--- config.mk ---
export PLATFORM = sky130hd
export DESIGN_NAME = gpio_dglitch_ctrl_flat
export DESIGN_NICKNAME = d
export VERILOG_FILES = /design/src/rtl/gpio_dglitch_ctrl_if.sv /design/src/rtl/gpio_dglitch_ctrl.sv /design/src/flat_wrapper.sv
export SDC_FILE = /design/constraint.sdc
export NUM_CORES = 1
export LEC_CHECK = 0
export BUFFER_PORTS_ARGS = -buffer_cell sky130_fd_sc_hd__clkbuf_2
export CAP_MARGIN = 10
export CORE_MARGIN = 3
export CORE_UTILIZATION = 43
export DETAILED_ROUTE_END_ITERATION = 10
export PLACE_DENSITY = 0.68
export SETUP_SLACK_MARGIN = 0.4
export SYNTH_ARGS = -nofsm -noshare
export SYNTH_HDL_FRONTEND = slang
export SYNTH_SLANG_ARGS = --single-unit
--- constraint.sdc ---
create_clock -name mclk -period 19.8 [get_ports mclk]
set_input_delay 3.96 -clock mclk [delete_from_list [all_inputs] [get_ports mclk]]
set_output_delay 3.96 -clock mclk [all_outputs]
set_load 0.02 [all_outputs]
--- src/rtl/gpio_dglitch_ctrl_if.sv ---
// Bus bundle between the GPIO register block (master) and the input conditioning
// controller (slave): configuration, pad inputs and conditioned outputs.
interface gpio_dglitch_ctrl_if #(
    parameter int unsigned NPIN    = 32,
    parameter int unsigned PRESC_W = 8
);
    logic [PRESC_W-1:0] cfg_prescale;
    logic [NPIN-1:0]    cfg_mode;
    logic [NPIN-1:0]    cfg_int_rise;
    logic [NPIN-1:0]    cfg_int_fall;
    logic [NPIN-1:0]    cfg_int_mask;
    logic [NPIN-1:0]    int_clr;
    logic [NPIN-1:0]    gpio_in;
    logic [NPIN-1:0]    gpio_out;
    logic               pulse_1us;
    logic [NPIN-1:0]    int_status;
    logic               irq;

    modport master (
        output cfg_prescale,
        output cfg_mode,
        output cfg_int_rise,
        output cfg_int_fall,
        output cfg_int_mask,
        output int_clr,
        output gpio_in,
        input  gpio_out,
        input  pulse_1us,
        input  int_status,
        input  irq
    );

    modport slave (
        input  cfg_prescale,
        input  cfg_mode,
        input  cfg_int_rise,
        input  cfg_int_fall,
        input  cfg_int_mask,
        input  int_clr,
        input  gpio_in,
        output gpio_out,
        output pulse_1us,
        output int_status,
        output irq
    );
endinterface

--- src/rtl/gpio_dglitch_ctrl.sv ---
// GPIO input conditioning: 1 us sampling tick, per-pin two-flop synchronizer, 3-sample
// majority-free (all-equal) filter, and sticky maskable edge interrupts.
module gpio_dglitch_ctrl #(
    parameter int unsigned NPIN    = 32,
    parameter int unsigned PRESC_W = 8
) (
    input logic                mclk,
    input logic                reset,
    gpio_dglitch_ctrl_if.slave bus
);

    logic [PRESC_W-1:0] cnt_q, cnt_d;
    logic               pulse_q, pulse_d;

    logic [NPIN-1:0] s1_q, s2_q;
    logic [NPIN-1:0] ss0_q, ss1_q, ss2_q;
    logic [NPIN-1:0] ss0_d, ss1_d, ss2_d;
    logic [NPIN-1:0] shift_en, settled;
    logic [NPIN-1:0] out_q, out_d;
    logic [NPIN-1:0] rise, fall;
    logic [NPIN-1:0] status_q, status_d;
    logic            irq_q, irq_d;

    // The counter reloads only after a tick was actually issued, so lowering the
    // prescale below the running count yields a tick on the very next cycle.
    always_comb begin
        cnt_d   = pulse_q ? '0 : cnt_q + 1'b1;
        pulse_d = (cnt_d >= bus.cfg_prescale);
    end

    always_comb begin
        shift_en = bus.cfg_mode | {NPIN{pulse_q}};
        ss0_d    = (shift_en & s2_q)  | (~shift_en & ss0_q);
        ss1_d    = (shift_en & ss0_q) | (~shift_en & ss1_q);
        ss2_d    = (shift_en & ss1_q) | (~shift_en & ss2_q);

        settled  = ~(ss2_q ^ ss1_q) & ~(ss1_q ^ ss0_q);
        out_d    = (settled & ss2_q) | (~settled & out_q);

        rise     = out_d & ~out_q;
        fall     = out_q & ~out_d;
        // New events are ORed in after the clear, so a coincident set survives.
        status_d = (status_q & ~bus.int_clr)
                 | (rise & bus.cfg_int_rise)
                 | (fall & bus.cfg_int_fall);
        irq_d    = |(status_q & bus.cfg_int_mask);
    end

    always_ff @(posedge mclk or posedge reset) begin
        if (reset) begin
            cnt_q    <= '0;
            pulse_q  <= 1'b0;
            s1_q     <= '0;
            s2_q     <= '0;
            ss0_q    <= '0;
            ss1_q    <= '0;
            ss2_q    <= '0;
            out_q    <= '0;
            status_q <= '0;
            irq_q    <= 1'b0;
        end else begin
            cnt_q    <= cnt_d;
            pulse_q  <= pulse_d;
            s1_q     <= bus.gpio_in;
            s2_q     <= s1_q;
            ss0_q    <= ss0_d;
            ss1_q    <= ss1_d;
            ss2_q    <= ss2_d;
            out_q    <= out_d;
            status_q <= status_d;
            irq_q    <= irq_d;
        end
    end

    assign bus.gpio_out   = out_q;
    assign bus.pulse_1us  = pulse_q;
    assign bus.int_status = status_q;
    assign bus.irq        = irq_q;

endmodule

--- src/flat_wrapper.sv ---
// flat-port wrapper written by rule: the top's interface ports become plain ports
module gpio_dglitch_ctrl_flat 
#(
    parameter int unsigned NPIN    = 32,
    parameter int unsigned PRESC_W = 8
)
  (mclk, reset, bus_cfg_prescale, bus_cfg_mode, bus_cfg_int_rise, bus_cfg_int_fall, bus_cfg_int_mask, bus_int_clr, bus_gpio_in, bus_gpio_out, bus_pulse_1us, bus_int_status, bus_irq);
  gpio_dglitch_ctrl_if #(.NPIN(NPIN), .PRESC_W(PRESC_W)) bus_i ();
  input logic mclk;
  input logic reset;
  input wire logic [$bits(bus_i.cfg_prescale)-1:0] bus_cfg_prescale;
  input wire logic [$bits(bus_i.cfg_mode)-1:0] bus_cfg_mode;
  input wire logic [$bits(bus_i.cfg_int_rise)-1:0] bus_cfg_int_rise;
  input wire logic [$bits(bus_i.cfg_int_fall)-1:0] bus_cfg_int_fall;
  input wire logic [$bits(bus_i.cfg_int_mask)-1:0] bus_cfg_int_mask;
  input wire logic [$bits(bus_i.int_clr)-1:0] bus_int_clr;
  input wire logic [$bits(bus_i.gpio_in)-1:0] bus_gpio_in;
  output wire logic [$bits(bus_i.gpio_out)-1:0] bus_gpio_out;
  output wire logic [$bits(bus_i.pulse_1us)-1:0] bus_pulse_1us;
  output wire logic [$bits(bus_i.int_status)-1:0] bus_int_status;
  output wire logic [$bits(bus_i.irq)-1:0] bus_irq;
  assign bus_i.cfg_prescale = bus_cfg_prescale;
  assign bus_i.cfg_mode = bus_cfg_mode;
  assign bus_i.cfg_int_rise = bus_cfg_int_rise;
  assign bus_i.cfg_int_fall = bus_cfg_int_fall;
  assign bus_i.cfg_int_mask = bus_cfg_int_mask;
  assign bus_i.int_clr = bus_int_clr;
  assign bus_i.gpio_in = bus_gpio_in;
  assign bus_gpio_out = bus_i.gpio_out;
  assign bus_pulse_1us = bus_i.pulse_1us;
  assign bus_int_status = bus_i.int_status;
  assign bus_irq = bus_i.irq;
  gpio_dglitch_ctrl #(.NPIN(NPIN), .PRESC_W(PRESC_W)) u_core (.mclk(mclk), .reset(reset), .bus(bus_i));
endmodule
==> results of run 1 <==
## cell usage in the layout, fill, tap and decap left out, types with 2 or more instances in the layout
master	Yosys	final
a22oi_2	2	2
clkbuf_1	0	2
dfrtp_1	234	233
clkbuf_2	0	267
inv_1	73	72
nand2_1	99	99
clkinv_2	0	5
a221o_1	31	31
ha_1	9	9
nor4_1	32	32
nor2_1	37	37
or3_1	3	3
clkbuf_8	0	9
nor3_1	33	33
xor2_1	2	2
clkbuf_16	0	25
a22oi_1	14	14
buf_4	0	2
nand3_1	2	2
nand4_1	5	5
o21ai_0	101	101
a21oi_1	37	37
mux2_2	65	65
## cells in the mapped netlist
library cell	n	area, um2
a21o_1	1	7.51
a21oi_1	37	185
a221o_1	31	310
a221o_2	1	11.3
a22oi_1	14	105
a22oi_2	2	25.0
buf_2	4	20.0
dfrtp_1	234	5860
ha_1	9	113
inv_1	73	274
mux2_2	65	732
nand2_1	99	372
nand3_1	2	10.0
nand3_2	1	10.0
nand4_1	5	31.3
nor2_1	37	139
nor2b_1	1	6.26
nor3_1	33	165
nor3b_1	1	7.51
nor4_1	32	200
o21ai_0	101	505
or2_2	1	6.26
or3_1	3	18.8
or4_1	1	7.51
xnor2_1	1	8.76
xor2_1	2	17.5
## final cells by class
type | count | area (um2)
Antenna cell | 1 | 2.50
Tap cell | 270 | 338
Timing Repair Buffer | 269 | 1350
Clock inverter | 6 | 55.1
Multi-Input combinational cell | 480 | 2990
Sequential cell | 234 | 5860
Inverter | 73 | 282
Clock buffer | 36 | 757
Fill cell | 1831 | 8920
## where the power goes
group	internal (uW)	switching (uW)	leakage [uW]
sequential	627	172	0.00280
combinational	196	244	0.00253
clock	275	176	0.000409
total	1100	592	0.00574
## stage by stage
step	total power (uW)	setup WS, ns
after floorplan	1070	9.42
after global placement	1230	14.26
after detailed placement	1250	14.26
after CTS	1710	13.96
after global routing	1800	13.95
final	1690	14.05
## worst paths after layout
| path | endpoint | slack, ns | cells past startpoint |
|---|---|---|---|
| min in group asynchronous | u_core.bus.gpio_out[22] | 3.55 | 2 |
| max | bus_pulse_1us | 14.05 | 1 |
| min reg2reg | u_core.s2_q[16] | 0.35 | 0 |
| max in group asynchronous | async pin | 14.90 | 3 |
| max reg2reg | u_core.bus.pulse_1us | 17.74 | 5 |
| min | u_core.s2_q[16] | 0.35 | 0 |
## routing by layer
layer	vias up	track usage, %	share of wire, %
li1	3381	-	-
met1	3242	23.5	44
met2	227	27.4	47
met3	38	3.81	6.6
met4	2	5.22	2.6
met5	-	0	0.034
## logic make-up (layout without fill, tap and decap cells)
group / after synthesis / count (layout)
other: 0 / 1
DFF: 234 / 234
AOI/OAI and AO/OA: 187 / 187
xor gates and xnor gates: 3 / 3
and+or+nand+nor: 216 / 216
buffers and inverters: 77 / 384
adders and majority gates: 9 / 9
muxes: 65 / 65
==> flow_metrics.tcl, run 1 <==
set metrics [dict create \
    yosysWarningCount 0 \
    syn_area_per_cell_um2 11.6 \
    path_clk_slew_ns 0.06 \
    grt_usage_pct 17.1 \
    die_h_um 152 \
    dr.pass1.iters 4 \
    cap_violations 0 \
    synth-compound-area-share_pct 12.6 \
    ios 268 \
    final_cells 1369 \
    worstMarginPinSlew_ns 0.940 \
    cp.buffers_inverters 1 \
    finalSetupTns_ns 0 \
    first_iter_violations 270 \
    die-area_um2 23100 \
    final_hold_viol_count 0 \
    gr-total-overflow 0 \
    synthCells 791 \
    synth_area_um2 9140 \
    cts_root_buf "clkbuf_16" \
    cts_inserted_buffers 24 \
    synth_cell_types 26 \
    synth-seq-cells 234 \
    via_count 6890 \
    fin_crit_ns 5.75 \
    cellLeakagePower_uw 0.00574 \
    fin_crit_sh_pct 29.1 \
    nNetsFinal 1293 \
    drt_wl_total_um 20400 \
    synthAdderAreaFrac_pct 1.23 \
    synthToLayoutAreaGrowth_pct 27.3 \
    seq_area_frac_synth_pct 64.0 \
    setup.worst_path.start_class "flop" \
    post-cts-setup-buffers 0 \
    rsz0062_at_grt "no" \
    post_cts_resized 0 \
    fin_worst_skew_ns 0.00723 \
    clkLatencyLatePin_ns 0.50 \
    cp-startpoint "u_core.bus.pulse_1us" \
    rr_startpoint "u_core.bus.pulse_1us" \
    power.density_nw_per_um2 145 \
    synth_fp_nets 1002 \
    hold_path_class "flop to flop" \
    drt-vias-per-instance 5.03 \
    grt_pass1_vias 6776 \
    finalSetupViolations 0 \
    synth_xor_area_share_pct 0.287 \
    dieWidth_um 152 \
    synth_mux_area_share_pct 8.00 \
    fin_util_pct 56.6 \
    drc 0 \
    hold_buffers 0 \
    design_area_um2 11600 \
    initial_utilization_pct 44.5 \
    drive_gt1_share_pct 34.7 \
    slowest_stage "dfrtp_2" \
    h-tree-depth 1 \
    cts_tree "done" \
    holdWs_ns 0.347 \
    hold_start "u_core.s1_q[16]" \
    crit_family "flip-flops" \
    crit_fanout 41 \
    crit_chain "clkbuf_2" \
    cp_data_required_time_ns 15.84 \
    path_class "flop to output port" \
    port_buffers 267 \
    post_dp_cell_area_um2 10800 \
    synth_top_family_by_area "compound AO/OA/AOI/OAI gates" \
    grt_max_degree 89 \
    endpoint_kind "output port" \
    wire_per_inst_um 14.9 \
    slew_headroom_pct 37.3 \
    antenna_found_initial 3 \
    vdd_drop_max_v 0.0000684 \
    slew_viol_final 0 \
    placed_cells_incl_taps 1326 \
    max_stage_delay_ns 0.98 \
    rows 52 \
    hpwl_um 15000 \
    synth_simple_gate_area_share_pct 10.6 \
    grt_pass1_wl_um 33300 \
    design.core.area_um2 20600 \
    cp_data_arrival_time_ns 1.79 \
    clock.fmax_mhz 174 \
    postRouteAntennaNets 0 \
    status "finished clean" \
    place.gp.congestion 0.811 \
    clk_path_buf_depth 3 \
    cts_num_sinks 234 \
]
Power figures use the tool's default switching activity.
==> run 2, diff against run 1 <==
--- a/config.mk
+++ b/config.mk
@@ -10,7 +10,7 @@
 export CORE_MARGIN = 3
 export CORE_UTILIZATION = 43
 export DETAILED_ROUTE_END_ITERATION = 10
-export PLACE_DENSITY = 0.68
+export PLACE_DENSITY = 0.71
 export SETUP_SLACK_MARGIN = 0.4
 export SYNTH_ARGS = -nofsm -noshare
 export SYNTH_HDL_FRONTEND = slang
==> constraint.sdc (replaced) <==
create_clock -name mclk -period 4.9 [get_ports mclk]
set_input_delay 0.98 -clock mclk [delete_from_list [all_inputs] [get_ports mclk]]
set_output_delay 0.98 -clock mclk [all_outputs]
set_load 0.02 [all_outputs]
==> flow_metrics.tcl, run 2 (same netlist as run 1, synthesis figures left out) <==
set metrics [dict create \
    endpoint_kind "output port" \
    finalSetupViolations 0 \
    port_buffers 267 \
    grt_util_met2_pct 29.1 \
    clock.fmax_mhz 357 \
    max_stage_delay_ns 1.00 \
    final_hold_viol_count 0 \
    antenna_found_initial 1 \
    ios 268 \
    hpwl_um 15300 \
    wire_per_inst_um 15.1 \
    final_cells 1375 \
    path_class "flop to output port" \
    cp.buffers_inverters 1 \
    rows 52 \
    cts_tree "done" \
    placed_cells_incl_taps 1327 \
    post_cts_resized 0 \
    cellLeakagePower_uw 0.00574 \
    final.fill_count 1759 \
    synthToLayoutAreaGrowth_pct 27.7 \
    final_cell_mix "clkbuf_2, dfrtp_1, o21ai_0" \
    post_dp_cell_area_um2 10900 \
    setup.worst_path.start_class "flop" \
    drc 0 \
    clk_path_buf_depth 3 \
    drt-vias-per-instance 5.00 \
    grt_usage_pct 17.6 \
    post-cts-setup-buffers 0 \
    place.gp.congestion 0.841 \
    cts_root_buf "clkbuf_16" \
    h-tree-depth 1 \
    die_h_um 152 \
    rsz0062_at_grt "no" \
    dr.pass1.iters 5 \
    n_antenna_cell 0 \
    mostFrequentLayoutCell "clkbuf_2" \
    ff_latch_area_um2 5860 \
    gr-total-overflow 0 \
    crit_family "flip-flops" \
    grt_pass1_wl_um 34100 \
    crit_fanout 41 \
    path_clk_slew_ns 0.06 \
    drive_gt1_share_pct 34.3 \
    fin_crit_sh_pct 57.1 \
    vdd_drop_max_v 0.000325 \
    hold_path_class "flop to flop" \
    postRouteAntennaNets 0 \
    status "finished clean" \
    use_met3_pct 3.84 \
    slowest_stage "dfrtp_2" \
    multi_input_area_um2 2990 \
    fin_worst_skew_ns 0.0149 \
    worstMarginPinSlew_ns 0.981 \
    drt_wl_total_um 20800 \
    die-area_um2 23100 \
    finalSetupTns_ns 0 \
    clkLatencyLatePin_ns 0.51 \
    met1_usage_pct 23.8 \
    grt_max_degree 93 \
    hold_buffers 0 \
    busiest_layer "met2" \
    dieWidth_um 152 \
    cp_data_required_time_ns 3.92 \
    crit_chain "clkbuf_2" \
    nNetsFinal 1296 \
    initial_utilization_pct 44.5 \
    fin_crit_ns 2.80 \
    design_area_um2 11700 \
    slew_viol_final 0 \
    cts_num_sinks 234 \
    via_count 6877 \
    grt_pass1_vias 6917 \
    cap_violations 0 \
    cp_data_arrival_time_ns 1.82 \
    slew_headroom_pct 34.6 \
    first_iter_violations 366 \
    cts_inserted_buffers 26 \
    power.density_nw_per_um2 587 \
    finalPower_uw 6860 \
    design.core.area_um2 20600 \
]
run 2: cell count changes in the layout (fill, tap and decap cells not counted), sizes merged:
cell and change:
buf +1, bufinv -1, clkbuf +8, clkinv -3, clkinvlp +2, diode -1
run 2: cell type report:
cell class / count / area share, %
Multi-Input combinational cell: 480 / 25.6
Inverter: 73 / 2.38
Tap cell: 270 / 2.89
Clock buffer: 44 / 6.85
Timing Repair Buffer: 270 / 11.9
Clock inverter: 4 / 0.225
Sequential cell: 234 / 50.2
run 2: layer usage:
metal / wire, um / vias to the layer above
met5: 13 / -
met4: 477 / 2
met3: 1210 / 35
met2: 9770 / 213
met1: 9340 / 3231
li1: - / 3396
run 2: final timing paths:
check	slack [ns]	startpoint	depth (start not counted)	to
min in group asynchronous	0.68	reset	2	u_core.bus.int_status[19]
setup / recovery	2.10	u_core.bus.pulse_1us	1	bus_pulse_1us
hold / removal	0.34	u_core.s1_q[30]	0	u_core.s2_q[30]
setup reg to reg	2.82	u_core.bus.pulse_1us	5	u_core.bus.pulse_1us
hold reg to reg	0.34	u_core.s1_q[30]	0	u_core.s2_q[30]
max in group asynchronous	3.25	reset	3	async pin
run 2: where the power goes:
group	total, uW	internal [uW]	switching (uW)
clock network	1840	1110	737
registers	3240	2530	701
logic	1780	792	988
run 2: per-stage QoR:
step / utilization [%] / worst slack, ns / hold WS [ns]
global route: 56.8 / 1.95 / 0.350
CTS: 56.8 / 2.00 / 0.347
detailed placement: 52.8 / 2.57 / 0.335
finish: 56.8 / 2.10 / 0.344
floorplan: - / 0.856 / 0.331
global placement: 52.8 / 2.59 / 0.333
==> run 3, diff against run 2 <==
--- a/config.mk
+++ b/config.mk
@@ -10,7 +10,7 @@
 export CORE_MARGIN = 3
 export CORE_UTILIZATION = 43
 export DETAILED_ROUTE_END_ITERATION = 10
-export PLACE_DENSITY = 0.71
+export PLACE_DENSITY = 0.68
 export SETUP_SLACK_MARGIN = 0.4
 export SYNTH_ARGS = -nofsm -noshare
 export SYNTH_HDL_FRONTEND = slang
==> constraint.sdc (replaced) <==
create_clock -name mclk -period 2.77 [get_ports mclk]
set_input_delay 0.554 -clock mclk [delete_from_list [all_inputs] [get_ports mclk]]
set_output_delay 0.554 -clock mclk [all_outputs]
set_load 0.02 [all_outputs]
==> flow_metrics.tcl, run 3 (same netlist as run 1, synthesis figures left out) <==
set metrics [dict create \
    rows 52 \
    final_cell_mix "clkbuf_2, dfrtp_1, o21ai_0" \
    grt_pass1_vias 6905 \
    path_class "flop to output port" \
    die-area_um2 23100 \
    switching_share_pct 34.3 \
    post_dp_cell_area_um2 10900 \
    grt_usage_pct 17.8 \
    dieWidth_um 152 \
    finalPower_uw 12500 \
    wire_per_inst_um 15.3 \
    clk_path_buf_depth 3 \
    gr-total-overflow 0 \
    fin_crit_sh_pct 77.8 \
    max_stage_delay_ns 0.80 \
    post_cts_resized 0 \
    first_iter_violations 359 \
    drive_gt1_share_pct 34.9 \
    internal-power_uw 8190 \
    worstMarginPinSlew_ns 0.677 \
    fin_crit_ns 2.16 \
    place.gp.congestion 0.835 \
    fin_worst_skew_ns 0.00601 \
    final_hold_viol_count 0 \
    status "finished clean" \
    cts_root_buf "clkbuf_16" \
    power.density_nw_per_um2 1050 \
    drt_wl_total_um 21000 \
    hpwl_um 15600 \
    cp_data_required_time_ns 2.22 \
    cp.buffers_inverters 1 \
    cap_violations 0 \
    rsz0062_at_grt "no" \
    n_antenna_cell 0 \
    via_count 6987 \
    slowest_stage "dfrtp_2" \
    grt_pass1_wl_um 34300 \
    design_area_um2 11800 \
    cts_num_sinks 234 \
    cts_inserted_buffers 25 \
    hold_path_class "input port to async pin" \
    post-cts-setup-buffers 0 \
    combPwrFrac_pct 25.6 \
    mostFrequentLayoutCell "clkbuf_2" \
    hold_buffers 0 \
    dr.pass1.iters 4 \
    synthToLayoutAreaGrowth_pct 29.2 \
    final.fill_count 1783 \
    vdd_drop_max_v 0.000518 \
    postRouteAntennaNets 0 \
    clock.fmax_mhz 464 \
    crit_fanout 30 \
    nNetsFinal 1300 \
    path_clk_slew_ns 0.06 \
    cellLeakagePower_uw 0.00582 \
    slew_headroom_pct 54.9 \
    drt-vias-per-instance 5.08 \
    endpoint_kind "output port" \
    slew_viol_final 0 \
    p_sw_uw 4280 \
    clockPowerShare_pct 28.7 \
    cts_tree "done" \
    die_h_um 152 \
    clkLatencyLatePin_ns 0.50 \
    ios 268 \
    finalSetupViolations 0 \
    drc 0 \
    cp_data_arrival_time_ns 1.60 \
    seqPwrFrac_pct 45.7 \
    h-tree-depth 1 \
    design.core.area_um2 20600 \
    grt_max_degree 52 \
    port_buffers 267 \
    initial_utilization_pct 44.5 \
    antenna_found_initial 0 \
    crit_chain "clkbuf_2" \
    setup.worst_path.start_class "flop" \
    crit_family "flip-flops" \
]
## run 3: cell type report
class | instances | area (um2) | area share (%)
clock inverters | 11 | 209 | 1.77
repair buffers | 275 | 1460 | 12.3
flip-flops and latches | 234 | 5860 | 49.6
clock buffers | 32 | 682 | 5.77
inverters | 73 | 278 | 2.35
multi-input cells | 480 | 2990 | 25.3
well taps | 270 | 338 | 2.86
## run 3: per-stage QoR
step | setup TNS [ns] | hold WS, ns | util [%] | setup slack (ns) | cells
global route | 0 | 0.131 | 57.5 | 0.523 | 1375
finish | 0 | 0.136 | 57.5 | 0.614 | 1375
global placement | 0 | 0.332 | 53.1 | 0.895 | 1332
floorplan | -198.41 | 0.331 | - | -0.848 | 791
detailed placement | 0 | 0.335 | 53.1 | 0.851 | 1332
CTS | 0 | 0.125 | 57.5 | 0.573 | 1375
## run 3: layer usage
| metal | up-vias | global-route usage, % | wire length, um |
|---|---|---|---|
| met5 | - | 0 | 0 |
| met4 | 0 | 5.05 | 508 |
| met3 | 31 | 4.10 | 1420 |
| met2 | 214 | 29.3 | 10100 |
| met1 | 3336 | 23.8 | 9000 |
| li1 | 3406 | - | - |
## run 3: power by group through the flow
stage / registers (uW) / logic, uW / clock network, uW
after floorplan: 5910 / 1740 / 0
after global placement: 5670 / 3130 / 0
after detailed placement: 5720 / 3240 / 0
after CTS: 5680 / 3250 / 3690
after global routing: 5890 / 3590 / 3830
final: 5690 / 3190 / 3580
## run 3: final timing paths
kind	slack [ns]	depth (start not counted)	from	endpoint
setup / recovery	0.61	1	u_core.bus.pulse_1us	bus_pulse_1us
hold / removal	0.14	2	reset	u_core.bus.int_status[25]
setup reg to reg	0.85	5	u_core.bus.pulse_1us	u_core.bus.pulse_1us
hold reg to reg	0.35	0	u_core.s1_q[2]	u_core.s2_q[2]
max in group asynchronous	1.95	3	reset	u_core.s2_q[11]
min in group mclk	0.15	1	bus_gpio_in[1]	u_core.s1_q[1]
